==> src/rtl/fetch_queue_if.sv <==
// fetch_queue_if: fetch-to-decode handshake; master is the fetch queue, slave is decode.
interface fetch_queue_if;
    logic        out_d_valid;
    logic        in_d_ready;
    logic [31:0] out_d_insnbits;
    logic [63:0] out_d_pc;
    logic        out_d_pred_taken;
    logic        out_d_done;
    modport master (
        output out_d_valid, out_d_insnbits, out_d_pc, out_d_pred_taken, out_d_done,
        input  in_d_ready
    );
    modport slave (
        input  out_d_valid, out_d_insnbits, out_d_pc, out_d_pred_taken, out_d_done,
        output in_d_ready
    );
endinterface

==> src/rtl/fetch_queue.sv <==
// fetch_queue: PC + branch predecode feeding a QDEPTH-entry FIFO to decode, with execute redirect.
// Define FETCH_BCOND_PREDICT_EN to predict backward B.cond taken (BTFN); otherwise B.cond is not-taken.
module fetch_queue #(
    parameter int          PAGESIZE = 4096,
    parameter int          QDEPTH   = 4,
    parameter logic [63:0] ENTRY_PC = 64'h0
) (
    input  logic                 in_clk,
    input  logic                 in_rst_n,
    output logic [63:0]          out_imem_addr,
    input  logic [31:0]          in_imem_data,
    input  logic                 in_redirect_valid,
    input  logic [63:0]          in_redirect_pc,
    fetch_queue_if.master        d
);
    localparam int AW = $clog2(QDEPTH);
    localparam logic [AW:0] CAP = (AW+1)'(QDEPTH);

    if (QDEPTH < 2 || (QDEPTH & (QDEPTH - 1)) != 0 || PAGESIZE < 4) begin : g_bad_cfg
        $error("fetch_queue: QDEPTH must be a power of two >= 2 and PAGESIZE >= 4");
    end

    logic [63:0]       pc;
    logic              halted;
    logic [AW-1:0]     head, tail;
    logic [AW:0]       count;
    logic [31:0]       insn_q [QDEPTH];
    logic [63:0]       pc_q   [QDEPTH];
    logic [QDEPTH-1:0] pred_q;
    logic              valid, is_b, pred, pop, push, halt;
    logic [63:0]       b_tgt, bc_tgt, next_pc;

    always_comb begin
        is_b    = (in_imem_data[31:26] == 6'b000101) | (in_imem_data[31:26] == 6'b100101);
        b_tgt   = pc + {{36{in_imem_data[25]}}, in_imem_data[25:0], 2'b00};
        bc_tgt  = pc + {{43{in_imem_data[23]}}, in_imem_data[23:5], 2'b00};
`ifdef FETCH_BCOND_PREDICT_EN
        pred    = is_b | ((in_imem_data[31:24] == 8'h54) & in_imem_data[23]);
`else
        pred    = is_b;
`endif
        next_pc = !pred ? pc + 64'd4 : is_b ? b_tgt : bc_tgt;
        valid   = count != '0;
        pop     = valid & d.in_d_ready;
        push    = !halted & !in_redirect_valid & ((count != CAP) | pop) & (in_imem_data != '0);
        halt    = !halted & !in_redirect_valid & (in_imem_data == '0);
    end

    always_ff @(posedge in_clk or negedge in_rst_n)
        if (!in_rst_n) begin
            pc     <= ENTRY_PC;
            halted <= 1'b0;
            head   <= '0;
            tail   <= '0;
            count  <= '0;
        end else if (in_redirect_valid) begin
            pc     <= in_redirect_pc;
            halted <= 1'b0;
            head   <= '0;
            tail   <= '0;
            count  <= '0;
        end else begin
            if (push) pc <= next_pc;
            if (halt) halted <= 1'b1;
            if (pop) head <= head + AW'(1);
            if (push) tail <= tail + AW'(1);
            count <= count + (AW+1)'(push) - (AW+1)'(pop);
        end

    // Storage needs no reset: every read is gated by count.
    always_ff @(posedge in_clk)
        if (push) begin
            insn_q[tail] <= in_imem_data;
            pc_q[tail]   <= pc;
            pred_q[tail] <= pred;
        end

    assign out_imem_addr      = pc;
    assign d.out_d_valid      = valid;
    assign d.out_d_insnbits   = valid ? insn_q[head] : '0;
    assign d.out_d_pc         = valid ? pc_q[head] : '0;
    assign d.out_d_pred_taken = valid & pred_q[head];
    assign d.out_d_done       = halted & !valid;
endmodule

==> src/flat_wrapper.sv <==
// flat-port wrapper written by rule: the top's interface ports become plain ports
module fetch_queue_flat 
#(
    parameter int          PAGESIZE = 4096,
    parameter int          QDEPTH   = 4,
    parameter logic [63:0] ENTRY_PC = 64'h0
)
  (in_clk, in_rst_n, out_imem_addr, in_imem_data, in_redirect_valid, in_redirect_pc, d_out_d_valid, d_out_d_insnbits, d_out_d_pc, d_out_d_pred_taken, d_out_d_done, d_in_d_ready);
  fetch_queue_if d_i ();
  input  logic in_clk;
  input  logic in_rst_n;
  output logic [63:0] out_imem_addr;
  input  logic [31:0] in_imem_data;
  input  logic in_redirect_valid;
  input  logic [63:0] in_redirect_pc;
  output wire logic [$bits(d_i.out_d_valid)-1:0] d_out_d_valid;
  output wire logic [$bits(d_i.out_d_insnbits)-1:0] d_out_d_insnbits;
  output wire logic [$bits(d_i.out_d_pc)-1:0] d_out_d_pc;
  output wire logic [$bits(d_i.out_d_pred_taken)-1:0] d_out_d_pred_taken;
  output wire logic [$bits(d_i.out_d_done)-1:0] d_out_d_done;
  input wire logic [$bits(d_i.in_d_ready)-1:0] d_in_d_ready;
  assign d_out_d_valid = d_i.out_d_valid;
  assign d_out_d_insnbits = d_i.out_d_insnbits;
  assign d_out_d_pc = d_i.out_d_pc;
  assign d_out_d_pred_taken = d_i.out_d_pred_taken;
  assign d_out_d_done = d_i.out_d_done;
  assign d_i.in_d_ready = d_in_d_ready;
  fetch_queue #(.PAGESIZE(PAGESIZE), .QDEPTH(QDEPTH), .ENTRY_PC(ENTRY_PC)) u_core (.in_clk(in_clk), .in_rst_n(in_rst_n), .out_imem_addr(out_imem_addr), .in_imem_data(in_imem_data), .in_redirect_valid(in_redirect_valid), .in_redirect_pc(in_redirect_pc), .d(d_i));
endmodule
==> config.mk <==
export PLATFORM = sky130hd
export DESIGN_NAME = fetch_queue_flat
export DESIGN_NICKNAME = d
export VERILOG_FILES = /design/src/rtl/fetch_queue_if.sv /design/src/rtl/fetch_queue.sv /design/src/flat_wrapper.sv
export SDC_FILE = /design/constraint.sdc
export NUM_CORES = 1
export LEC_CHECK = 0
export ABC_AREA = 1
export CORE_ASPECT_RATIO = 0.8
export CORE_UTILIZATION = 40
export DETAILED_ROUTE_END_ITERATION = 10
export SYNTH_ARGS = -nofsm -noshare
export SYNTH_HDL_FRONTEND = slang
export SYNTH_SLANG_ARGS = --single-unit
export TNS_END_PERCENT = 1
==> constraint.sdc <==
create_clock -name in_clk -period 7.6 [get_ports in_clk]
set_input_delay 1.52 -clock in_clk [delete_from_list [all_inputs] [get_ports in_clk]]
set_output_delay 1.52 -clock in_clk [all_outputs]
set_load 0.005 [all_outputs]
==> Word-level counts from Yosys, hierarchy flattened <==
Memories as Yosys holds them, arrays and structs flattened.
Cells that the tools add are included.
{ "op_classes": {"addsub": 6, "n_mul": 0, "n_div": 0, "magnitude_cmp": 3, "n_eq_ne": 3, "shift": 0, "muxes": 19, "bitwise": 9, "n_reduce_logical": 10} }
{ "op_table": {"columns": ["op", "n"], "rows": [
  ["two-way mux 64 bit", 4],
  ["adder 64 x 3 -> 64 bit, second input constant", 1],
  ["adder 64 bit", 1],
  ["logical NOT 32 bit", 1],
  ["two-way mux 32 bit", 1],
  ["nonzero test 32 bit", 1],
  ["two-way mux 2 bit", 4],
  ["bitwise AND 1 bit", 7],
  ["equality test 6 x 3 -> 1 bit, second input constant", 1],
  ["equality test 6 bit, second input constant", 1],
  ["< comparator 2 x 3 -> 1 bit, second input constant", 2],
  ["two-way mux 1 bit", 6],
  ["nonzero test 2 bit", 3],
  ["adder 2 x 1 -> 2 bit, second input constant", 2],
  ["bitwise mux 4 bit", 1],
  ["adder 3 x 1 -> 3 bit", 1],
  ["logical NOT 1 bit", 3],
  ["two-way mux 3 bit", 1],
  ["inequality test 3 bit, second input constant", 1],
  ["nonzero test 3 bit", 1],
  ["subtractor 3 x 1 -> 3 bit", 1],
  ["binary-select mux 1 bit (select 2 bit)", 1],
  ["demux 1 bit (select 2 bit)", 1],
  ["greater-or-equal comparator 2 x 1 -> 1 bit, second input constant", 1],
  ["other kinds (2)", 3]
]} }
{ "totals": {"regBits": 76, "latchBits": 0, "mem_bits_rw": 384, "mem_bits_ro": 0, "in_bits": 100, "out_inout_bits": 163, "elab_cells": 58, "n_memories": 2} }
{ "memory_table": {"columns": ["memory", "words", "width", "read_ports", "rd_ports_with_merged_regs", "wr", "line_no", "rtl"], "rows": [
  ["u_core.pc_q", 4, 64, 1, 0, 1, "fetch_queue.sv:28", "logic [63:0] pc_q [QDEPTH];"],
  ["u_core.insn_q", 4, 32, 1, 0, 1, "fetch_queue.sv:27", "logic [31:0] insn_q [QDEPTH];"]
]} }

==> Longest topological paths before layout <==
Gate-level depths: netlist of run 1.
{ "depth": {"ltp_word": 8, "mapped_depth": 24, "ltp_nobuf": 23} }

==> Worst setup path after synthesis of run 1 <==
No wires, ideal clock.
{ "synth_path": {"path_kind": "input to register", "startpoint": "input port in_imem_data[25]", "endpoint": "memory u_core.insn_q[0][0], enable pin", "setup_ns": 0.553, "arrival_ns": 6.512, "required_ns": 7.047, "slack_ns": 0.535, "path_stages": 9, "path_buffers": 3, "cell_sequence": "buf_2 > nor4_1 > nand4_1 > nor2_1 > nor2_1 > nand2_1 > buf_1 > buf_2 > nor2_1"} }
{ "synth_between": {"elab_chain_cells": 4} }
{ "synth_lines": {"columns": ["element", "line_no", "rtl"], "rows": [
  ["start: declaration", "flat_wrapper.sv:13", "input logic [31:0] in_imem_data;"],
  ["nonzero test 32 bit", "fetch_queue.sv:45", "push = !halted & !in_redirect_valid & ((count != CAP) | pop) & (in_imem_data != '0);"],
  ["bitwise AND 1 bit", "fetch_queue.sv:45", null],
  ["two-way mux 1 bit", "fetch_queue.sv:72", "if (push) begin"],
  ["two-way mux 1 bit (implied by the code)", "fetch_queue.sv:73", "insn_q[tail] <= in_imem_data;"],
  ["end: declaration", "fetch_queue.sv:27", null]
]} }
Every way passes these cells.

==> Worst setup path after layout of run 1 <==
{ "layout_path": {"startpoint": "register u_core.head[1]", "endpoint": "output port d_out_d_pc[28]"} }
{ "layout_between": {"elab_chain_cells": 2} }
{ "layout_lines": {"columns": ["element", "line_no", "rtl"], "rows": [
  ["start: declaration", "fetch_queue.sv:25", "logic [AW-1:0] head, tail;"],
  ["start signal: assignment", "fetch_queue.sv:65", "if (pop) head <= head + AW'(1);"],
  ["memory (4 x 64 bit)", null, null],
  ["two-way mux 64 bit", "fetch_queue.sv:81", "assign d.out_d_pc = valid ? pc_q[head] : '0;"],
  ["end: declaration", "flat_wrapper.sv:18", "output wire logic [$bits(d_i.out_d_pc)-1:0] d_out_d_pc;"]
]} }
Every way passes these cells.

==> results.py, run 1 <==
metrics = {
    "yosys": {
        "synthDominantCellAreaShare_pct": 50.1,
        "synth-seq-cells": 460,
        "synth_area_leader_cell": "edfxtp_1",
        "yosysSeqAreaShare_pct": 57.8,
        "avgSynthCellArea_um2": 9.05,
        "async_flop_share_pct": 15.7,
        "synth_fp_nets": 2702,
        "synth_area_leaders": "edfxtp_1 (50%), nor2_1 (8.6%), dfrtp_1 (7.7%), nand2_1 (7.7%), o21ai_0 (5.4%)",
        "ys.flop_type": "edfxtp_1",
        "synth_area_um2": 23300,
        "netlist_instances": 2569,
        "yosysWarnings": 0,
        "synth.distinct_cells": 45,
        "synth_edf_count": 388,
    },
    "floorplanning": {
        "coreArea_um2": 57100,
        "ioPinCount": 263,
        "die_w_um": 272,
        "initial_core_util_pct": 40.7,
        "dieArea_um2": 59100,
        "die_height_um": 218,
        "rows": 78,
    },
    "placement": {
        "dpl_worst_slack_ns": 2.29,
        "globalplace.congestion": 0.950,
        "portBuffers": 262,
        "place_area_um2": 26600,
        "dp_cells": 3505,
        "dp_hpwl_um": 55000,
    },
    "global_route": {
        "grt_pass1_vias": 18100,
        "use_met2_pct": 38.3,
        "antenna_found_initial": 2,
        "grt_pass1_wl_um": 118000,
        "met3_usage_pct": 5.20,
        "grt_overflow": 0,
        "grt_max_degree": 141,
        "busiest_layer": "met1",
        "track_usage_pct": 26.7,
        "met1_usage_pct": 41.4,
    },
    "clock_network": {
        "clk-insertion-delay-late_ns": 0.62,
        "tritoncts": "done",
        "hold_buffers": 0,
        "clock_sinks": 460,
        "cts-root-buf": "clkbuf_16",
        "cts_setup_buffers": 0,
        "cts_resized": 0,
        "cts_buffers": 49,
        "htree_levels": 2,
        "ctsLongestPathBuffers": 3,
        "clkSlewWorstSetupHoldPaths_ns": 0.06,
    },
    "sta": {
        "setup_viol": 0,
        "max_slew_margin_pct": 30.8,
        "hold_ws_ns": 0.592,
        "tightest_slew_ns": 1.04,
        "finalCritPeriodShare_pct": 66.1,
        "max_freq_ghz": 0.199,
        "rsz0062_at_grt": "no",
        "finalWorstSetupSlack_ns": 2.57,
        "drv_slew": 0,
        "hold_violations": 0,
        "fin_tns_setup_ns": 0,
        "fin_skew_ns": 0.0339,
        "period_needed_ns": 5.03,
    },
    "power": {
        "peakVddDrop_mv": 0.189,
        "p_leak_nw": 11.1,
        "p_sw_share_pct": 34.7,
        "cellPowerDensity_nw_per_um2": 320,
        "switchingPower_mw": 3.14,
        "pwr-share-seq_pct": 40.2,
        "finalPower_mw": 9.04,
        "power_frac_comb_pct": 33.3,
        "pwr-share-clk_pct": 26.5,
        "power.internal_mw": 5.90,
    },
    "final_layout": {
        "fin_area_um2": 28200,
        "finalNonFillerCells": 3597,
        "final_nets": 2929,
        "drive_above_1_share_pct": 6.31,
        "final_cell_mix": "nor2_1 (529), nand2_1 (476), edfxtp_1 (388)",
        "layout_commonest_cell": "nor2_1",
        "fin_util_pct": 49.4,
        "fillerInstances": 5322,
        "n_antenna_cell": 0,
        "syn_to_final_growth_pct": 21.3,
    },
    "detailed_routing": {
        "drc": 0,
        "wirelength_um": 79300,
        "via_per_inst": 5.37,
        "wl_per_cell_um": 22.0,
        "firstDrtPassIters": 5,
        "antenna_left": 0,
        "drt_iter0_drc": 1976,
        "vias": 19300,
    },
    "critical_path": {
        "path_max_fanout": 71,
        "critPathRequiredTime_ns": 6.08,
        "critical_path_arrival_ns": 3.51,
        "cp-start-kind": "register",
        "endpoint_kind": "output pin",
        "criticalPathCategory": "register to output pin",
    },
    "flow_run": {
        "maxCapViolCount": 0,
    },
    "worst_hold_path": {
        "hold_class": "register to register",
    },
    "outcome": {
        "status": "complete, no violations",
    },
}
Yosys cell counts, types with 2 or more instances:
library cell and count:
nor2_4 3, nand2_1 477, o211ai_1 25, nor3_1 6, a21oi_2 2, inv_2 11
nand3_2 3, clkbuf_1 67, a31oi_1 3, buf_4 3, edfxtp_1 388, a21oi_1 150
nand2_2 27, ha_1 31, nor4_1 11, xor2_1 19, o21ai_0 249, fa_1 2
a41oi_1 15, inv_1 206, nand3b_1 5, o21ai_1 5, or2_2 2, nand3_1 110
xnor2_1 15, nor2_1 534, dfrtp_1 72, o41ai_1 18, o21bai_1 10, nor2_2 27
clkinv_1 2, buf_1 22, nand2_4 3, buf_6 8, buf_2 9, o221ai_1 3
nand4_1 18
cells by family after synthesis:
kind of cell,share of synthesized area (%)
AOI/OAI and AO/OA,11.5
DFF,57.8
and+or+nand+nor,21.8
adders and majority gates,1.84
buffers and inverters,5.65
xor gates and xnor gates,1.28
worst max-delay path: stages (launching register included):
cell and delay (ns):
dfrtp_4 0.75, clkinv_2 0.51, buf_12 0.37, nor2_1 0.16
o21ai_0 0.11, a21oi_1 0.24, clkdlybuf4s50_1 0.65
final cells by class:
| type | instances | area, um^2 | share of cell area (%) |
|---|---|---|---|
| sequential | 460 | 13500 | 47.7 |
| multi-input combinational | 1781 | 8530 | 30.2 |
| timing repair buffer | 285 | 2850 | 10.1 |
| clock buffer | 70 | 1320 | 4.66 |
| tap | 760 | 951 | 3.37 |
| inverter | 219 | 826 | 2.93 |
| clock inverter | 22 | 285 | 1.01 |
power by group through the flow:
stage / Sequential (mW) / Combinational, mW / Clock [mW]
after detailed placement: 3.67 / 3.01 / 0
after global placement: 3.66 / 3.00 / 0
after CTS: 3.62 / 3.03 / 2.44
after floorplan: 3.56 / 1.45 / 0
after global routing: 3.67 / 3.29 / 2.54
final: 3.63 / 3.01 / 2.40
per-layer routing:
metal,wire [um],vias up,part of all wire (%)
met5,23,-,0.029
met4,1200,4,1.5
met3,6410,88,8.1
met2,33200,763,42
met1,38400,9316,49
li1,-,9136,-
worst paths after layout:
kind,slack [ns],cells after the start,end,from
min,0.59,2,u_core.halted,u_core.halted
min reg2reg,0.59,2,u_core.halted,u_core.halted
max in group asynchronous,5.62,2,u_core.head[1],in_rst_n
max reg2reg,4.45,11,u_core.count[2],u_core.count[1]
min in group asynchronous,0.89,1,u_core.out_imem_addr[45],in_rst_n
max,2.57,6,d_out_d_pc[28],u_core.head[1]
flip-flops by register name, indices dropped and copies added (netlist names):
signal / count
u_core.halted: 1
u_core.tail: 2
u_core.insn_q: 128
u_core.out_imem_addr: 64
u_core.head: 2
u_core.count: 3
u_core.pred_q: 4
u_core.pc_q: 256
(Power assumes the default switching activity.)
==> run 2: changes to the inputs <==
==> constraint.sdc (replaced) <==
create_clock -name in_clk -period 4.4 [get_ports in_clk]
set_input_delay 0.88 -clock in_clk [delete_from_list [all_inputs] [get_ports in_clk]]
set_output_delay 0.88 -clock in_clk [all_outputs]
set_load 0.005 [all_outputs]
==> run 2 against run 1 <==
Routed wire length grew 1.7%. Critical path depth is the same. Final cell count grew 1.7%. Total power grew 75%. Worst setup slack lost 2.3 ns. Critical endpoint is now d_out_d_pc[36]. Global-route usage grew 0.34 points. Sequential power grew 73%. Core utilization grew 0.92 points.
==> results.py, run 2 (synthesized netlist as in run 1, its figures left out) <==
metrics = {
    "outcome": {
        "status": "complete, no violations",
    },
    "clock_network": {
        "clkSlewWorstSetupHoldPaths_ns": 0.06,
        "cts_resized": 0,
        "clk-insertion-delay-late_ns": 0.61,
        "clock_sinks": 460,
        "cts-root-buf": "clkbuf_16",
        "hold_buffers": 0,
        "htree_levels": 2,
        "ctsLongestPathBuffers": 3,
        "tritoncts": "done",
        "cts_buffers": 48,
        "cts_setup_buffers": 0,
    },
    "sta": {
        "max_slew_margin_pct": 17.4,
        "rsz0062_at_grt": "no",
        "fin_skew_ns": 0.0225,
        "period_needed_ns": 4.11,
        "setup_viol": 0,
        "hold_violations": 0,
        "drv_slew": 0,
        "finalCritPeriodShare_pct": 93.4,
        "max_freq_ghz": 0.243,
        "tightest_slew_ns": 1.22,
    },
    "detailed_routing": {
        "drc": 0,
        "via_per_inst": 5.39,
        "antenna_left": 0,
        "wl_per_cell_um": 22.0,
        "wirelength_um": 80600,
        "vias": 19700,
        "firstDrtPassIters": 6,
        "drt_iter0_drc": 2009,
    },
    "critical_path": {
        "criticalPathCategory": "register to output pin",
        "regToRegSetupSlack_ns": 1.36,
        "reg2reg_to": "u_core.out_imem_addr[41]",
        "critPathRequiredTime_ns": 3.52,
        "endpoint_kind": "output pin",
        "cp-start-kind": "register",
        "cp_cell_sequence": "clkinv_2 > buf_4 > nor2_1 > o21ai_0 > a21oi_1 > clkdlybuf4s50_1",
        "path_max_fanout": 28,
        "slowest_stage": "clkdlybuf4s50_1",
        "rr_startpoint": "u_core.out_imem_addr[35]",
        "critical_path.max_stage_delay_ns": 0.63,
        "reg2regPathDepth": 6,
        "critical_path_arrival_ns": 3.23,
    },
    "placement": {
        "portBuffers": 262,
        "globalplace.congestion": 0.965,
        "place_area_um2": 27100,
        "dp_hpwl_um": 56900,
    },
    "final_layout": {
        "layout_commonest_cell": "nor2_1",
        "drive_above_1_share_pct": 8.63,
        "regMostFlops": "u_core.pc_q",
        "syn_to_final_growth_pct": 23.6,
        "fin_area_um2": 28700,
        "fin_util_pct": 50.4,
        "final_nets": 2989,
        "final_cell_mix": "nor2_1 (529), nand2_1 (476), edfxtp_1 (388)",
        "largest_reg_flops": 256,
    },
    "floorplanning": {
        "initial_core_util_pct": 40.7,
        "ioPinCount": 263,
        "rows": 78,
        "coreArea_um2": 57100,
        "die_w_um": 272,
        "dieArea_um2": 59100,
        "die_height_um": 218,
    },
    "power": {
        "p_leak_nw": 11.4,
        "cellPowerDensity_nw_per_um2": 551,
        "finalPower_mw": 15.8,
        "peakVddDrop_mv": 0.448,
    },
    "global_route": {
        "met3_usage_pct": 4.14,
        "grt_overflow": 0,
        "busiest_layer": "met1",
        "grt_pass1_wl_um": 120000,
        "use_met2_pct": 38.2,
        "grt_max_degree": 157,
        "antenna_found_initial": 4,
        "track_usage_pct": 27.0,
        "met1_usage_pct": 43.2,
        "grt_pass1_vias": 18600,
    },
    "flow_run": {
        "maxCapViolCount": 0,
    },
    "worst_hold_path": {
        "hold_class": "input pin to asynchronous set/reset pin",
    },
}
[run 2: worst max path at each step]
stage                           from                       end  slack (ns)  depth (start not counted)
finish                u_core.head[1]            d_out_d_pc[36]        0.29                          6
global route          u_core.head[1]            d_out_d_pc[34]        0.18                          6
CTS                   u_core.head[1]            d_out_d_pc[34]        0.28                          6
detailed placement  in_imem_data[29]  u_core.out_imem_addr[40]        0.11                         21
global placement    in_imem_data[29]  u_core.out_imem_addr[41]        0.11                         16
floorplan           in_imem_data[25]       u_core.insn_q[0][0]       -0.40                          9
[run 2: power breakdown]
part | total [mW] | internal (mW) | leakage, nW | switching, mW
Clock | 4.17 | 2.41 | 0.788 | 1.76
Combinational | 5.40 | 2.22 | 6.23 | 3.18
Sequential | 6.27 | 5.67 | 4.41 | 0.600
[run 2: per-layer routing]
layer,wire length [um],share of wire [%]
met4,1140,1.4
met1,39500,49
met3,6530,8.1
met5,21,0.026
met2,33400,41
[run 2: critical path, delay by kind of cell, from the launching register on]
family	cells	cell delay (ns)
flops	1	0.59
compound gates	2	0.55
buf+inv	3	1.33
simple gates	1	0.14
[run 2: area by class of cell]
type	instances	area, um^2
Timing Repair Buffer	346	3360
Multi-Input combinational cell	1781	8530
Tap cell	760	951
Clock buffer	63	1310
Fill cell	5257	28300
Clock inverter	27	308
Inverter	219	826
Antenna cell	1	2.50
Sequential cell	460	13500
[run 2: per-stage QoR]
stage / hold WS [ns] / setup TNS, ns / std cells / setup slack, ns
finish: 0.364 / 0 / 3657 / 0.289
global route: 0.392 / 0 / 3657 / 0.178
CTS: 0.359 / 0 / 3656 / 0.276
detailed placement: 0.521 / 0 / 3566 / 0.107
global placement: 0.526 / 0 / 3566 / 0.111
floorplan: 0.477 / -154.39 / 2569 / -0.398
==> run 3: changes to the inputs <==
--- a/config.mk
+++ b/config.mk
@@ -12,4 +12,4 @@
 export SYNTH_ARGS = -nofsm -noshare
 export SYNTH_HDL_FRONTEND = slang
 export SYNTH_SLANG_ARGS = --single-unit
-export TNS_END_PERCENT = 1
+export TNS_END_PERCENT = 10
==> constraint.sdc (replaced) <==
create_clock -name in_clk -period 5.1 [get_ports in_clk]
set_input_delay 1.02 -clock in_clk [delete_from_list [all_inputs] [get_ports in_clk]]
set_output_delay 1.02 -clock in_clk [all_outputs]
set_load 0.005 [all_outputs]
==> run 3 against run 2 <==
Register-to-register slack improved by 0.55 ns. Die area unchanged. Sequential cell count stayed put. Clock power decreased by 13%. Worst hold slack better by 0.076 ns. Critical path type unchanged. Final cell count is 1.1% lower. Critical endpoint is now d_out_d_pc[25]. Sequential share of layout area grew 0.46 points.
==> results.py, run 3 (synthesized netlist as in run 1, its figures left out) <==
metrics = {
    "outcome": {
        "status": "complete, no violations",
    },
    "floorplanning": {
        "rows": 78,
        "dieArea_um2": 59100,
        "die_height_um": 218,
        "ioPinCount": 263,
        "coreArea_um2": 57100,
        "die_w_um": 272,
        "initial_core_util_pct": 40.7,
    },
    "clock_network": {
        "clkSlewWorstSetupHoldPaths_ns": 0.07,
        "tritoncts": "done",
        "cts_setup_buffers": 0,
        "cts-root-buf": "clkbuf_16",
        "hold_buffers": 0,
        "cts_resized": 0,
        "clock_sinks": 460,
        "htree_levels": 2,
        "clk-insertion-delay-late_ns": 0.62,
        "cts_buffers": 49,
        "ctsLongestPathBuffers": 3,
    },
    "final_layout": {
        "largest_reg_flops": 256,
        "fin_util_pct": 49.9,
        "final_nets": 2948,
        "final_cell_mix": "nor2_1 (529), nand2_1 (476), edfxtp_1 (388)",
        "layout_commonest_cell": "nor2_1",
        "syn_to_final_growth_pct": 22.4,
        "regMostFlops": "u_core.pc_q",
        "drive_above_1_share_pct": 7.46,
    },
    "sta": {
        "period_needed_ns": 4.62,
        "max_freq_ghz": 0.217,
        "rsz0062_at_grt": "no",
        "hold_violations": 0,
        "tightest_slew_ns": 1.15,
        "setup_viol": 0,
        "max_slew_margin_pct": 22.4,
        "fin_skew_ns": 0.0290,
        "finalWorstSetupSlack_ns": 0.482,
        "hold_ws_ns": 0.440,
        "finalCritPeriodShare_pct": 90.5,
        "drv_slew": 0,
    },
    "detailed_routing": {
        "wirelength_um": 80600,
        "wl_per_cell_um": 22.3,
        "antenna_left": 0,
        "drc": 0,
        "firstDrtPassIters": 6,
        "drt_iter0_drc": 2081,
        "vias": 19600,
        "via_per_inst": 5.41,
    },
    "critical_path": {
        "reg2regPathDepth": 14,
        "endpoint_kind": "output pin",
        "path_max_fanout": 69,
        "critPathRequiredTime_ns": 4.08,
        "critical_path_arrival_ns": 3.60,
        "regToRegSetupSlack_ns": 1.91,
        "worstSetupStartpoint": "u_core.head[1]",
        "criticalPathCategory": "register to output pin",
        "reg2reg_to": "u_core.out_imem_addr[54]",
        "rr_startpoint": "u_core.out_imem_addr[28]",
        "endpoint": "d_out_d_pc[25]",
        "cp-start-kind": "register",
    },
    "global_route": {
        "grt_pass1_vias": 18300,
        "antenna_found_initial": 3,
        "track_usage_pct": 27.0,
        "grt_overflow": 0,
        "grt_max_degree": 97,
        "grt_pass1_wl_um": 120000,
    },
    "power": {
        "p_sw_share_pct": 34.8,
        "power.internal_mw": 8.86,
        "p_leak_nw": 11.2,
        "power_frac_comb_pct": 33.5,
        "peakVddDrop_mv": 0.390,
        "pwr-share-seq_pct": 39.8,
        "switchingPower_mw": 4.73,
        "pwr-share-clk_pct": 26.7,
        "cellPowerDensity_nw_per_um2": 477,
    },
    "flow_run": {
        "maxCapViolCount": 0,
    },
    "placement": {
        "dp_hpwl_um": 56800,
        "dpl_worst_slack_ns": 0.344,
        "globalplace.congestion": 1.00,
        "portBuffers": 262,
    },
    "worst_hold_path": {
        "hold_class": "input pin to asynchronous set/reset pin",
    },
}
[run 3: cell types whose count changed in the layout (fill, tap and decap cells not counted)]
| cell | before | now |
|---|---|---|
| buf_4 | 76 | 34 |
| bufinv_16 | 5 | 3 |
| clkbuf_16 | 50 | 49 |
| clkbuf_8 | 1 | 10 |
| clkinv_1 | 6 | 3 |
| clkinv_2 | 12 | 9 |
| clkinv_4 | 3 | 2 |
| clkinv_8 | 1 | 0 |
| clkinvlp_4 | 2 | 3 |
| inv_16 | 0 | 1 |
| inv_6 | 0 | 1 |
| inv_8 | 0 | 1 |
[run 3: metal layers]
| metal | global-route usage (%) | routed length [um] | up-vias |
|---|---|---|---|
| li1 | - | - | 9179 |
| met1 | 42.8 | 39500 | 9531 |
| met2 | 38.5 | 33700 | 747 |
| met3 | 4.53 | 6160 | 96 |
| met4 | 5.09 | 1240 | 4 |
| met5 | 0 | 27 | - |
[run 3: critical path, cell delays in order, from the launching register on]
cell and delay [ns]:
dfrtp_4 0.68, clkinv_2 0.58, buf_12 0.41, nor2_1 0.15
o21ai_0 0.08, a21oi_1 0.42, clkdlybuf4s50_1 0.60
[run 3: stage by stage]
step / instance area, um^2 / power (mW) / cells / TNS, ns
6_report: 28500 / 13.6 / 3617 / 0
2_1_floorplan: 23300 / 7.47 / 2569 / -568.36
3_3_place_gp: 26800 / 9.98 / 3524 / 0
3_5_place_dp: 26800 / 10.0 / 3524 / 0
4_1_cts: 28500 / 13.7 / 3616 / 0
5_1_grt: 28500 / 14.3 / 3616 / 0
[run 3: power groups by stage]
stage | logic (mW) | registers, mW | clock network [mW]
4_1_cts | 4.57 | 5.40 | 3.69
6_report | 4.55 | 5.41 | 3.64
2_1_floorplan | 2.16 | 5.31 | 0
3_5_place_dp | 4.54 | 5.48 | 0
5_1_grt | 4.96 | 5.47 | 3.83
3_3_place_gp | 4.52 | 5.46 | 0
[run 3: worst min-delay path by stage]
| stage | cells past startpoint | slack, ns | end |
|---|---|---|---|
| floorplan | 2 | 0.48 | u_core.halted |
| global placement | 2 | 0.51 | u_core.halted |
| detailed placement | 2 | 0.52 | u_core.halted |
| CTS | 1 | 0.46 | u_core.out_imem_addr[32] |
| global route | 1 | 0.48 | u_core.out_imem_addr[32] |
| finish | 1 | 0.44 | u_core.out_imem_addr[32] |
[run 3: final cells by class]
| type | count | area [um^2] |
|---|---|---|
| clock buffer | 71 | 1410 |
| antenna | 1 | 2.50 |
| clock inverter | 21 | 244 |
| timing repair buffer | 304 | 3040 |
| inverter | 219 | 826 |
| multi-input combinational | 1781 | 8530 |
| tap | 760 | 951 |
| fill | 5309 | 28600 |
| sequential | 460 | 13500 |
